--- src/rtl/msp430_pkg.sv ---
// Shared constants, FSM encoding and vector helper for the interrupt controller.
package msp430_pkg;

    localparam logic [15:0] IRQ_VEC_BASE = 16'hFFE0;
    localparam logic [3:0]  NMI_ID       = 4'd14;
    localparam logic [15:0] NMI_VEC      = 16'hFFFC;
    localparam logic [15:0] RST_VEC_ADDR = 16'hFFFE;

    typedef enum logic [1:0] {
        IRQ_IDLE    = 2'd0,
        IRQ_REQ     = 2'd1,
        IRQ_SERVICE = 2'd2
    } irq_state_t;

    // Vector table slot for a source id; the table is word-aligned.
    function automatic logic [15:0] irq_vector(input logic [3:0] id);
        return IRQ_VEC_BASE + {11'd0, id, 1'b0};
    endfunction

endpackage

--- src/rtl/irq_prio_enc.sv ---
// Fixed-priority encoder: NMI first, then the highest-index eligible maskable line.
module irq_prio_enc
    import msp430_pkg::*;
#(
    parameter int NUM_IRQ = 14
) (
    input  logic [NUM_IRQ-1:0] elig,
    input  logic               nmi,
    output logic               valid,
    output logic [3:0]         id
);

    always_comb begin
        valid = nmi | (|elig);
        id    = 4'd0;
        for (int i = 0; i < NUM_IRQ; i++) begin
            if (elig[i]) begin
                id = 4'(i);
            end
        end
        if (nmi) begin
            id = NMI_ID;
        end
    end

endmodule

--- src/rtl/irq_ctrl.sv ---
// Interrupt controller: edge capture, pending flags, fixed-priority arbitration and
// a request/ack/reti handshake with the core.
module irq_ctrl
    import msp430_pkg::*;
#(
    parameter int NUM_IRQ = 14
) (
    input  logic               clk,
    input  logic               rst,
    input  logic [NUM_IRQ-1:0] irq_in,
    input  logic [NUM_IRQ-1:0] irq_en,
    input  logic               nmi_in,
    input  logic               gie,
    input  logic               irq_ack,
    input  logic               reti,
    output logic               irq_req,
    output logic [15:0]        irq_vec,
    output logic [3:0]         irq_id,
    output logic [NUM_IRQ-1:0] irq_pend,
    output logic               in_service
);

    irq_state_t         state, state_nxt;
    logic [NUM_IRQ-1:0] irq_d, pend, pend_nxt, rise, elig, sel, clr_mask;
    logic               nmi_d, nmi_pend, nmi_pend_nxt, nmi_rise;
    logic               armed;
    logic [3:0]         id_q, id_nxt, enc_id;
    logic [15:0]        vec_q, vec_nxt;
    logic               enc_valid, clr_en, cur_nmi, cur_elig;

    // Edge detection is held off for the first cycle after reset so that a line
    // already high at release is absorbed into the delay flop, not seen as an edge.
    assign rise     = armed ? (irq_in & ~irq_d) : '0;
    assign nmi_rise = armed & nmi_in & ~nmi_d;

    assign elig     = pend & irq_en & {NUM_IRQ{gie}};
    assign sel      = NUM_IRQ'(1) << id_q;
    assign cur_nmi  = (id_q == NMI_ID);
    assign cur_elig = |(elig & sel);

    // Set wins over the ack-driven clear.
    assign clr_mask     = (clr_en && !cur_nmi) ? sel : '0;
    assign pend_nxt     = (pend & ~clr_mask) | rise;
    assign nmi_pend_nxt = (nmi_pend & ~(clr_en & cur_nmi)) | nmi_rise;

    irq_prio_enc #(
        .NUM_IRQ (NUM_IRQ)
    ) u_prio_enc (
        .elig  (elig),
        .nmi   (nmi_pend),
        .valid (enc_valid),
        .id    (enc_id)
    );

    always_comb begin
        state_nxt = state;
        id_nxt    = id_q;
        vec_nxt   = vec_q;
        clr_en    = 1'b0;
        case (state)
            IRQ_IDLE: begin
                if (enc_valid) begin
                    state_nxt = IRQ_REQ;
                    id_nxt    = enc_id;
                    vec_nxt   = irq_vector(enc_id);
                end
            end
            IRQ_REQ: begin
                if (irq_ack) begin
                    state_nxt = IRQ_SERVICE;
                    clr_en    = 1'b1;
                end else if (!cur_nmi && nmi_pend) begin
                    id_nxt  = NMI_ID;
                    vec_nxt = NMI_VEC;
                end else if (!cur_nmi && !cur_elig) begin
                    state_nxt = IRQ_IDLE;
                end
            end
            IRQ_SERVICE: begin
                if (reti) begin
                    state_nxt = IRQ_IDLE;
                end
            end
            default: state_nxt = IRQ_IDLE;
        endcase
    end

    always_ff @(posedge clk or negedge rst) begin
        if (!rst) begin
            irq_d    <= '0;
            nmi_d    <= 1'b0;
            armed    <= 1'b0;
            pend     <= '0;
            nmi_pend <= 1'b0;
            state    <= IRQ_IDLE;
            id_q     <= 4'd0;
            vec_q    <= IRQ_VEC_BASE;
        end else begin
            irq_d    <= irq_in;
            nmi_d    <= nmi_in;
            armed    <= 1'b1;
            pend     <= pend_nxt;
            nmi_pend <= nmi_pend_nxt;
            state    <= state_nxt;
            id_q     <= id_nxt;
            vec_q    <= vec_nxt;
        end
    end

    assign irq_req    = (state == IRQ_REQ);
    assign in_service = (state == IRQ_SERVICE);
    assign irq_vec    = vec_q;
    assign irq_id     = id_q;
    assign irq_pend   = pend;

endmodule
--- config.mk ---
export PLATFORM = sky130hd
export DESIGN_NAME = irq_ctrl
export DESIGN_NICKNAME = d
export VERILOG_FILES = /design/src/rtl/msp430_pkg.sv /design/src/rtl/irq_prio_enc.sv /design/src/rtl/irq_ctrl.sv
export SDC_FILE = /design/constraint.sdc
export NUM_CORES = 1
export LEC_CHECK = 0
export CORE_MARGIN = 2
export CORE_UTILIZATION = 44
export DETAILED_ROUTE_END_ITERATION = 16
export GPL_TIMING_DRIVEN = 0
export PLACE_DENSITY_LB_ADDON = 0.05
export SLEW_MARGIN = 20
export SYNTH_ARGS = -nofsm -noshare
export SYNTH_HDL_FRONTEND = slang
export SYNTH_SLANG_ARGS = --single-unit
--- constraint.sdc ---
create_clock -name clk -period 2.11 [get_ports clk]
set_clock_uncertainty 0.15 [all_clocks]
set_input_delay 0.633 -clock clk [delete_from_list [all_inputs] [get_ports clk]]
set_output_delay 0.633 -clock clk [all_outputs]
set_load 0.005 [all_outputs]
-- After elaboration in Yosys (flattened, before gate mapping)
Cells that the tools add are included.
- add/subtract/negate cells: 1
- shifts and indexed selects: 1
- muxes and demuxes: 32
- eq/ne operators: 9
- bitwise operators: 16
- reduce and logical (&&, ||, !) cells: 11
- operators by type and width (kind ; count):
    $and A14 B14 Y14 ; 5
    $mux W16 ; 3
    $mux W4 ; 10
    $pmux W16 S2 ; 1
    $mux W14 ; 2
    $not A14 Y14 ; 2
    $reduce_or A14 Y1 ; 2
    $mux W2 ; 7
    $or A14 B14 Y14 ; 1
    $shl A1 B4 Y14 const A ; 1
    $mux W3 ; 4
    $pmux W4 S2 ; 1
    $reduce_and A4 Y1 ; 2
    $add A6 B6 Y7 const A ; 1
    $ne A2 B2 Y1 const B ; 3
    $pmux W2 S3 ; 1
    $and A1 B1 Y1 ; 4
    $eq A4 B4 Y1 const B ; 1
    $logic_and A1 B1 Y1 ; 3
    $mux W1 ; 3
    $ne A3 B2 Y1 const B ; 1
    $ne A3 B3 Y1 const B ; 1
    $eq A2 B1 Y1 const B ; 1
    $eq A2 B2 Y1 const B ; 1
    other kinds (6) ; 9
- logic and storage cells: 78
- bits of input ports: 34
- flip-flop bits (word level): 53
- output and inout bits: 36

-- Logic depth before layout (Yosys ltp)
- depth in word-level cells: 19
- gate-level depth with buffers: 6

-- By module
Synthesis repeated with hierarchy kept, for this count alone.
- cell total of the unflattened synthesis: 203
- area, all modules: 2023.2 µm²
- by module, submodules not included (module ; times used ; area each (µm²) ; sequential area each (µm²) ; cells an instance):
    irq_ctrl ; 1 ; 1873.0 ; 925.9 ; 177
    irq_prio_enc ; 1 ; 150.1 ; 0.0 ; 26

-- Worst setup path after synthesis
OpenSTA, ideal clock, no wires.
- path type: input-to-reg
- start: input gie
- end: register vec_q[1], in the netlist irq_vec[1]
- stages: 6
- library setup time: 0.121 ns
- setup slack: 0.050 ns
- path buffers: 1
- arrival time: 1.789 ns
- cell sequence: buf_2 inv_2 a41o_1 and4_1 a211o_1 a22o_1
- longest elaborated chain between the ends: 18
- ends and longest elaborated chain (item ; RTL line ; text):
    start: declaration ; irq_ctrl.sv:13 ; input logic gie,
    $and A14 B14 Y14 (*) ; irq_ctrl.sv:36 ; assign elig = pend & irq_en & {NUM_IRQ{gie}};
    $mux W1 ; irq_prio_enc.sv:17 ; if (elig[i]) begin
    $mux W2 (2 in a row) ; irq_prio_enc.sv:17 ;
    $mux W3 (4 in a row) ; irq_prio_enc.sv:17 ;
    $mux W4 (6 in a row) ; irq_prio_enc.sv:17 ;
    $mux W4 ; irq_prio_enc.sv:21 ; if (nmi) begin
    $add A6 B6 Y7 ; msp430_pkg.sv:17 ; return IRQ_VEC_BASE + {11'd0, id, 1'b0};
    $mux W16 ; irq_ctrl.sv:62 ; if (enc_valid) begin
    $pmux W16 S2 ; irq_ctrl.sv:60 ; case (state)
    end signal: assignment ; irq_ctrl.sv:106 ; vec_q <= vec_nxt;
    end: declaration ; irq_ctrl.sv:28 ; logic [15:0] vec_q, vec_nxt;
Mark *: on every way between the ends. The rest lies on a longest branch, timed or not. The select of a mux whose other input is x is not followed.
A chain may end at the register's enable or synchronous reset.

-- Final worst setup path
- start: register pend[9], in the netlist irq_pend[9]
- end: output irq_pend[9]
- RTL lines (item ; RTL line ; text):
    start: declaration ; irq_ctrl.sv:24 ; logic [NUM_IRQ-1:0] irq_d, pend, pend_nxt, rise, elig, sel, clr_mask;
    start signal: assignment ; irq_ctrl.sv:102 ; pend <= pend_nxt;
    end: declaration ; irq_ctrl.sv:19 ; output logic [NUM_IRQ-1:0] irq_pend,
No word-level cell between the ends.

==> results_dict.tcl <==
set metrics [dict create \
    worstSkewPairLatency_ns 0.29 \
    core_um2 4294 \
    hold_viol 0 \
    power_leakage_nw 1.244 \
    clock.fmax_mhz 483.8 \
    yosys.area.top_type "dfrtp_1" \
    dieArea_um2 4943 \
    drt-total-wl_um 5123 \
    cts_sinks 37 \
    dp_cells 317 \
    status "finished clean" \
    rows 24 \
    dp_hpwl_um 3893 \
    slew_viol_final 0 \
    fin_crit_ns 2.067 \
    area_growth_pct 45.28 \
    route.detailed.drc 0 \
    path_delay_family "buffers and inverters" \
    path_buf_inv 1 \
    detail-route-antenna-nets 0 \
    portBuffers 56 \
    finalCritPeriodShare 0.9797 \
    clkTransAtPathRegs_ns 0.07 \
    cts-root-buf "clkbuf_8" \
    crit_path_max_fanout 5 \
    synth.distinct_cells 46 \
    end_kind "output pin" \
    ir_drop_uv 548.9 \
    arrival_ns 1.28 \
    final_util 0.6544 \
    r2r_start "irq_vec[1]" \
    start_util 0.4505 \
    setup_viol 0 \
    hold_path.class "in2async" \
    overflow 0 \
    tns_ns 0 \
    synth-edff-count 0 \
    power_density_nw_per_um2 865.9 \
    hold_buffers 0 \
    maxCapViolCount 0 \
    die_w_um 70.31 \
    avgSynthCellArea_um2 9.819 \
    yosysSeqAreaShare 0.4787 \
    async_flop_share 1.000 \
    rsz0062_at_grt "false" \
    ios 70 \
    grt_antenna_before_repair 0 \
    synth_warnings 0 \
    critPathRequiredTime_ns 1.33 \
    cts_tree "done" \
    die_h_um 70.31 \
    finalNetCount 314 \
    htree_levels 2 \
    synth_commonest_cells "37 x dfrtp_1, 29 x nand2_1, 17 x buf_4, 15 x o21ai_0, 14 x nand3b_1" \
    crit_type "reg2out" \
    crit_slowest_cell "clkdlybuf4s50_1" \
    n_fill_cell 374 \
    drtPass1Iterations 4 \
    crit_chain "clkdlybuf4s50_1" \
    synthCells 197 \
    grt_usage 0.2169 \
    cp_slowest_stage_delay_ns 0.54 \
    wl_per_cell_um 15.38 \
    vias_per_cell 5.444 \
    synth_area_um2 1934 \
    netlist_top_cells_area "dfrtp_1 48%, buf_4 6.6%, nand2_1 5.6%, nand3b_1 5.4%, o21ai_0 3.9%" \
    stdcell_count 333 \
    cts_buffer_depth 2 \
    vias 1813 \
    yosys.area.top_type_share 0.4787 \
    cp-start-kind "flip-flop" \
    crit_start "irq_pend[9]" \
    synth.most_common_cell "dfrtp_1" \
    antennaDiodeCount 0 \
    numCtsBuffers 5 \
    drive_gt1_frac 0.1957 \
    grt_pass1_wl_um 8362 \
    drtIter0Drc 137 \
    gp_congestion 0.9392 \
    grt_pass1_vias 1719 \
    ys.flop_type "dfrtp_1" \
    grt_max_degree 26 \
    ys_seq_elements 37 \
]
-- cells by family after synthesis --
family | synth area share
AO/OA/AOI/OAI | 0.1973
buffers and inverters | 0.09508
flip-flops | 0.4787
other | 0.003882
AND/OR/NAND/NOR | 0.2251
-- power by group --
part	internal [mW]	total [mW]	switching, mW	leakage (nW)
clock network	0.229	0.471	0.242	0.0450
registers	0.819	0.935	0.116	0.387
logic	0.555	1.03	0.473	0.812
-- metal layers --
layer	vias up	routed length, um	GRT usage	share of wire
met1	850	2143	0.2940	0.42
met4	0	114	0.08120	0.022
li1	862	-	-	-
met5	-	0	0	0
met3	13	408	0.04473	0.080
met2	88	2457	0.3428	0.48
-- sequential cells by signal, summed over array words and instances (netlist names) --
signal	flops
state	2
irq_pend	14
irq_d	14
irq_vec	4
nmi_d	1
nmi_pend	1
armed	1
-- metrics by stage --
step	power [mW]	setup slack, ns	hold slack (ns)	instance area [um2]
2_1_floorplan	1.452	0.04981	0.1874	1976
3_3_place_gp	1.883	-0.5512	0.2673	2601
3_5_place_dp	1.895	-0.4731	0.2733	2624
4_1_cts	2.439	0.01197	0.09492	2778
5_1_grt	2.586	0.003883	0.1086	2810
6_report	2.433	0.04286	0.08908	2810
-- final timing paths --
check                               to  slack (ns)  cells after the start
min in group clk              nmi_pend        0.28                      1
hold / removal                state[0]        0.09                      1
setup reg to reg              state[0]        0.09                      7
hold reg to reg               nmi_pend        0.28                      1
setup / recovery           irq_pend[9]        0.04                      1
max in group asynchronous  irq_pend[5]        1.29                      2
-- cell usage in the layout, fill, tap and decap left out, types with 6 or more instances in the layout --
cell,count
nand3b_1,14
a21oi_1,7
conb_1,13
inv_1,6
buf_4,25
nand2_1,24
clkdlybuf4s50_1,39
nand3_1,7
dfrtp_1,35
o21ai_0,15
dlygate4sd2_1,10
-- final cells by class --
cell class	instances	area [um2]	area share
Clock inverter	2	10.01	0.003562
Tap cell	52	65.06	0.02315
Timing Repair Buffer	67	658.1	0.2342
Clock buffer	6	72.57	0.02582
Sequential cell	37	928.4	0.3304
Multi-Input combinational cell	142	907.1	0.3228
Inverter	7	26.28	0.009350
Buffer	20	142.6	0.05076
-- timing repair --
action                                  in CTS  in global routing
endpoints found under the setup margin       9                  7
pin swaps                                    9                  6
gates cloned                                 0                  0
resized for setup                           19                 10
setup buffers                                9                  1
(Power assumes the default switching activity.)
